==> src/rtl/uart_pkg.sv <==
// ============================================================================
// Module      : uart_pkg
// Description : Shared types and constants for the UART receiver.
// Revision    : 1.0 - initial release
// ============================================================================
`default_nettype none

package uart_pkg;

  localparam int unsigned c_BAUD_DIV_DEF = 434;
  localparam int unsigned c_FRAME_BITS   = 8;

  typedef enum logic [2:0] {
    ST_IDLE      = 3'd0,
    ST_START     = 3'd1,
    ST_DATA      = 3'd2,
    ST_STOP      = 3'd3,
    ST_WAIT_IDLE = 3'd4
  } uart_rx_state_t;

endpackage

`default_nettype wire

==> src/rtl/sync_ff.sv <==
// ============================================================================
// Module      : sync_ff
// Description : Multi-flop synchronizer with a configurable reset value.
// Revision    : 1.0 - initial release
// ============================================================================
`default_nettype none

module sync_ff #(
  parameter int unsigned DEPTH   = 2,
  parameter logic        RST_VAL = 1'b1
) (
  input  logic clk,
  input  logic rst_n,
  input  logic d_i,
  output logic q_o
);

  logic [DEPTH-1:0] sync_q;

  always_ff @(posedge clk or negedge rst_n) begin
    if (!rst_n) begin
      sync_q <= {DEPTH{RST_VAL}};
    end else begin
      sync_q <= {sync_q[DEPTH-2:0], d_i};
    end
  end

  assign q_o = sync_q[DEPTH-1];

endmodule

`default_nettype wire

==> src/rtl/uart_rx.sv <==
// ============================================================================
// Module      : uart_rx
// Description : 8N1 UART receiver, mid-bit sampling, one-cycle done/error pulses.
// Revision    : 1.0 - initial release
// ============================================================================
`default_nettype none

module uart_rx
  import uart_pkg::*;
#(
  parameter int unsigned BAUD_DIV    = c_BAUD_DIV_DEF,
  parameter int unsigned SYNC_STAGES = 2
) (
  input  logic                    clk,
  input  logic                    rst_n,
  input  logic                    rx_pin,
  output logic [c_FRAME_BITS-1:0] uart_rx_data,
  output logic                    uart_rx_done,
  output logic                    frame_err,
  output logic                    rx_busy
);

  localparam int unsigned   CW     = $clog2(BAUD_DIV);
  localparam logic [CW-1:0] c_HALF = CW'(BAUD_DIV / 2 - 1);
  localparam logic [CW-1:0] c_FULL = CW'(BAUD_DIV - 1);

  logic                    rx_s;
  uart_rx_state_t          state_q;
  logic [CW-1:0]           cnt_q;
  logic [2:0]              bit_idx_q;
  logic [c_FRAME_BITS-1:0] shift_q;
  logic [c_FRAME_BITS-1:0] data_q;
  logic                    done_q;
  logic                    ferr_q;
  logic                    busy_q;

  sync_ff #(
    .DEPTH   (SYNC_STAGES),
    .RST_VAL (1'b1)
  ) u_sync (
    .clk   (clk),
    .rst_n (rst_n),
    .d_i   (rx_pin),
    .q_o   (rx_s)
  );

  // Pulses default low every edge; the counter only decrements when non-zero.
  always_ff @(posedge clk or negedge rst_n) begin
    if (!rst_n) begin
      state_q   <= ST_IDLE;
      cnt_q     <= '0;
      bit_idx_q <= '0;
      shift_q   <= '0;
      data_q    <= '0;
      done_q    <= 1'b0;
      ferr_q    <= 1'b0;
      busy_q    <= 1'b0;
    end else begin
      done_q <= 1'b0;
      ferr_q <= 1'b0;
      case (state_q)
        ST_IDLE: begin
          if (!rx_s) begin
            cnt_q   <= c_HALF;
            state_q <= ST_START;
            busy_q  <= 1'b1;
          end
        end
        ST_START: begin
          if (cnt_q == '0) begin
            if (rx_s) begin
              state_q <= ST_IDLE;
              busy_q  <= 1'b0;
            end else begin
              cnt_q     <= c_FULL;
              bit_idx_q <= '0;
              state_q   <= ST_DATA;
            end
          end else begin
            cnt_q <= cnt_q - CW'(1);
          end
        end
        ST_DATA: begin
          if (cnt_q == '0) begin
            shift_q <= {rx_s, shift_q[c_FRAME_BITS-1:1]};
            cnt_q   <= c_FULL;
            if (bit_idx_q == 3'd7) begin
              state_q <= ST_STOP;
            end else begin
              bit_idx_q <= bit_idx_q + 3'd1;
            end
          end else begin
            cnt_q <= cnt_q - CW'(1);
          end
        end
        ST_STOP: begin
          if (cnt_q == '0) begin
            if (rx_s) begin
              data_q  <= shift_q;
              done_q  <= 1'b1;
              state_q <= ST_IDLE;
              busy_q  <= 1'b0;
            end else begin
              ferr_q  <= 1'b1;
              state_q <= ST_WAIT_IDLE;
            end
          end else begin
            cnt_q <= cnt_q - CW'(1);
          end
        end
        ST_WAIT_IDLE: begin
          // A break holds the line low; stay here silently until it releases.
          if (rx_s) begin
            state_q <= ST_IDLE;
            busy_q  <= 1'b0;
          end
        end
        default: begin
          state_q <= ST_IDLE;
          busy_q  <= 1'b0;
        end
      endcase
    end
  end

  assign uart_rx_data = data_q;
  assign uart_rx_done = done_q;
  assign frame_err    = ferr_q;
  assign rx_busy      = busy_q;

endmodule

`default_nettype wire

==> config.mk <==
export PLATFORM = sky130hd
export DESIGN_NAME = uart_rx
export DESIGN_NICKNAME = d
export VERILOG_FILES = /design/src/rtl/uart_pkg.sv /design/src/rtl/sync_ff.sv /design/src/rtl/uart_rx.sv
export SDC_FILE = /design/constraint.sdc
export NUM_CORES = 1
export LEC_CHECK = 0
export ABC_AREA = 1
export BUFFER_PORTS_ARGS = -buffer_cell sky130_fd_sc_hd__buf_2
export CORE_AREA = 8 8 73 68
export CTS_CLUSTER_SIZE = 8
export DETAILED_ROUTE_END_ITERATION = 16
export DIE_AREA = 0 0 81 76
export PLACE_DENSITY = 0.78
export SLEW_MARGIN = 25
export SYNTH_ARGS = -nofsm -noshare
export SYNTH_HDL_FRONTEND = slang
export SYNTH_SLANG_ARGS = --single-unit
==> constraint.sdc <==
create_clock -name clk -period 4.2 [get_ports clk]
set_input_delay 0.21 -clock clk [delete_from_list [all_inputs] [get_ports clk]]
set_output_delay 0.21 -clock clk [all_outputs]
set_load 0.05 [all_outputs]
==> reports/qor.csv <==
stage;metric;value;unit
yosys;synth_area;1970;um2
worst_setup_path;required;4380;ps
worst_setup_path;r2r_slack;2500;ps
clocking;cts_buffers;5;
clocking;cts_root_buffer;clkbuf_8;
job;maxCapViolCount;0;
clocking;cts_sinks;36;
global_routing;grt_first_pass_wirelength;6810;um
clocking;path_clk_slew;70;ps
worst_setup_path;path_delay_family;simple AND/OR/NAND/NOR gates;
clocking;hold_buffers;0;
clocking;h-tree-depth;2;
worst_setup_path;cp_num_buf_inv;3;
layout;fill_cells;342;
detailed_routing;wire_per_inst;12.7;um
placed_design;gp_congestion;0.863;
power;powerDensity;283;nW/um2
clocking;post_cts_buffers;0;
layout;antenna_cells;0;
floorplanning;core;3850;um2
clocking;cts_resized;0;
outcome;status;finished, violations left;
worst_setup_path;reg2reg_depth;11;
worst_setup_path;crit_end;cnt_q[3];
worst_setup_path;cp.depth;11;
detailed_routing;num_vias;1535;
detailed_routing;drtAntennaViolNets;0;
power;irDropWorstVdd;0.000232;V
detailed_routing;top_layer_used;met4;
outcome;violations;negative hold slack;
timing;fmax;0.590;GHz
worst_setup_path;slowest_stage;dfrtp_1;
yosys;synth-seq-cells;36;
worst_setup_path;setup.worst_path.start_class;register;
detailed_routing;wl_met3;216;um
detailed_routing;dr.pass1.iters;4;
yosys;synth_top_area_cell;dfrtp_1;
worst_setup_path;r2r-start;cnt_q[0];
global_routing;gr-total-overflow;0;
global_routing;grt_max_degree;37;
detailed_routing;met1_length;1870;um
timing;fin_skew;7.18;ps
timing;timing.hold.ws;-1.41;ps
layout;multi_input_area;946;um2
floorplanning;die-width;81;um
layout;final_util;56.2;%
worst_setup_path;cp_max_fo;8;
timing;slew_viol_final;0;
clocking;cts_buffer_depth;2;
timing;finalSetupViolations;0;
yosys;syn_nets;243;
layout;nNetsFinal;260;
detailed_routing;drc;0;
yosys;synth_top_area_share;43.2;%
timing;finalCritPeriodShare;40.4;%
power;p_leak;0.00119;uW
yosys;ys_seq_area_share;45.9;%
global_routing;grt_pass1_vias;1526;
timing;fin_crit;1700;ps
detailed_routing;viasPerCell;5.08;
layout;areaGrowthSynthToFinish;10.1;%
detailed_routing;met2_length;1730;um
placed_design;hpwl;2850;um
detailed_routing;wl;3830;um
detailed_routing;drt_iter0_markers;70;
yosys;synthCells;236;
placed_design;io_buffers;13;
worst_setup_path;crit_path_end_kind;register;
clocking;clkLatencyLatePin;280;ps
layout;ff_latch_area;903;um2
floorplanning;rows;22;
layout;final_layout_size_suffix_gt1_share;20.1;%
worst_setup_path;worst-setup-path-type;reg -> reg;
yosys;synth_cell_types;30;
worst_setup_path;cp_data_arrival_time;1880;ps
clocking;cts_tree;yes;
timing;finalHoldViolations;4;
worst_setup_path;cp-startpoint;cnt_q[0];
timing;setup_tns;0;ps
floorplanning;chipHeight;76;um
yosys;yosysWarnings;0;
yosys;avgSynthCellArea;8.34;um2
floorplanning;num_io_pins;14;
timing;grt_setup_unrepaired;false;
yosys;synth_area_leaders;dfrtp_1 (43%), nand2_1 (15%), nand3_1 (5.8%);
min_path;hp-class;in -> async;
floorplanning;start_util;51.1;%
timing;relSlewSlack;48.0;%
worst_setup_path;critPathMaxStageDelay;380;ps
timing;tightest_slew;781;ps
worst_setup_path;r2r_end;cnt_q[3];
worst_setup_path;path_cells;inv_1, ha_1, inv_1, nor2_2, nand2_2, nor2_8, nand3_4, nand2_8, inv_4, nand2_1, nand2_1;
floorplanning;dieArea;6160;um2
global_routing;antenna_found_initial;0;
global_routing;grt.total_usage;13.6;%
## routing by layer
metal	up-vias	GRT usage, %
li1	783	-
met1	707	18.1
met4	0	3.93
met2	43	20.2
met3	2	4.72
met5	-	0
## flip-flops by register name, summed over array words and instances (netlist names)
register	flops
bit_idx_q	3
cnt_q	9
frame_err	1
rx_busy	1
shift_q	8
state_q	3
u_sync.sync_q	2
uart_rx_data	8
uart_rx_done	1
## cell usage in the layout (no fill, tap or decap), types with 2 or more instances in the layout
master,Yosys,routed
nor2_8,3,3
inv_2,4,4
nand3_1,23,23
xor2_1,4,4
nand2_2,5,5
o21ai_2,3,3
o21ai_1,13,13
o21ai_0,5,5
inv_4,2,2
nand4_1,3,3
nor2_4,3,3
buf_2,1,13
nor2_2,4,4
clkbuf_8,0,6
inv_1,19,19
nand2_1,81,81
dfrtp_1,34,34
nor2_1,12,12
dfstp_2,2,2
ha_1,4,4
## kinds of logic after synthesis
| logic type | Yosys count | share of synthesized area [%] |
|---|---|---|
| AOI/OAI and AO/OA | 24 | 7.37 |
| xor gates and xnor gates | 4 | 1.78 |
| adders and majority gates | 4 | 2.54 |
| buffers and inverters | 28 | 6.04 |
| DFF | 36 | 45.9 |
| and+or+nand+nor | 140 | 36.4 |
## cells in the mapped netlist
library cell  count
a21oi_1           1
a21oi_4           1
buf_1             1
buf_2             1
buf_6             1
dfrtp_1          34
dfstp_2           2
ha_1              4
inv_1            19
inv_2             4
inv_4             2
nand2_1          81
nand2_2           5
nand2_4           1
nand2_8           1
nand3_1          23
nand3_4           1
nand3b_1          1
nand4_1           3
nand4_4           1
nor2_1           12
nor2_2            4
nor2_4            3
nor2_8            3
nor3_1            1
o211ai_1          1
o21ai_0           5
o21ai_1          13
o21ai_2           3
xor2_1            4
## through the flow
| step | instance area, um2 | instances | total power, uW | hold slack [ps] | setup slack [ps] |
|---|---|---|---|---|---|
| 2_1_floorplan | 1970 | 236 | 359 | -85.6 | 2650 |
| 3_3_place_gp | 2070 | 294 | 367 | 317 | 2570 |
| 3_5_place_dp | 2070 | 294 | 368 | 324 | 2500 |
| 4_1_cts | 2170 | 302 | 620 | 24.9 | 2500 |
| 5_1_grt | 2170 | 302 | 637 | 17.0 | 2320 |
| 6_report | 2170 | 302 | 613 | -1.41 | 2500 |
## power by group
group / total [uW] / switching, uW / leakage [uW] / internal, uW
registers: 350 / 1.59 / 0.000473 / 348
clock network: 253 / 119 / 0.0000445 / 133
logic: 10.6 / 9.31 / 0.000675 / 1.28
## layout make-up
type                    instances  share of cell area, %
clock buffers                   7                   3.98
clock inverters                 1                  0.346
inverters                      25                   4.56
multi-input cells             172                   43.6
flip-flops and latches         36                   41.7
well taps                      48                   2.77
repair buffers                 13                   3.00
## worst min-delay path by stage
stage	endpoint	slack, ps
after floorplan	bit_idx_q[0]	-90
after global placement	cnt_q[4]	320
after detailed placement	u_sync.sync_q[0]	320
after CTS	u_sync.sync_q[0]	20
after global routing	u_sync.sync_q[0]	20
final	cnt_q[4]	-1
No activity file was read; power rests on OpenSTA's default activity.
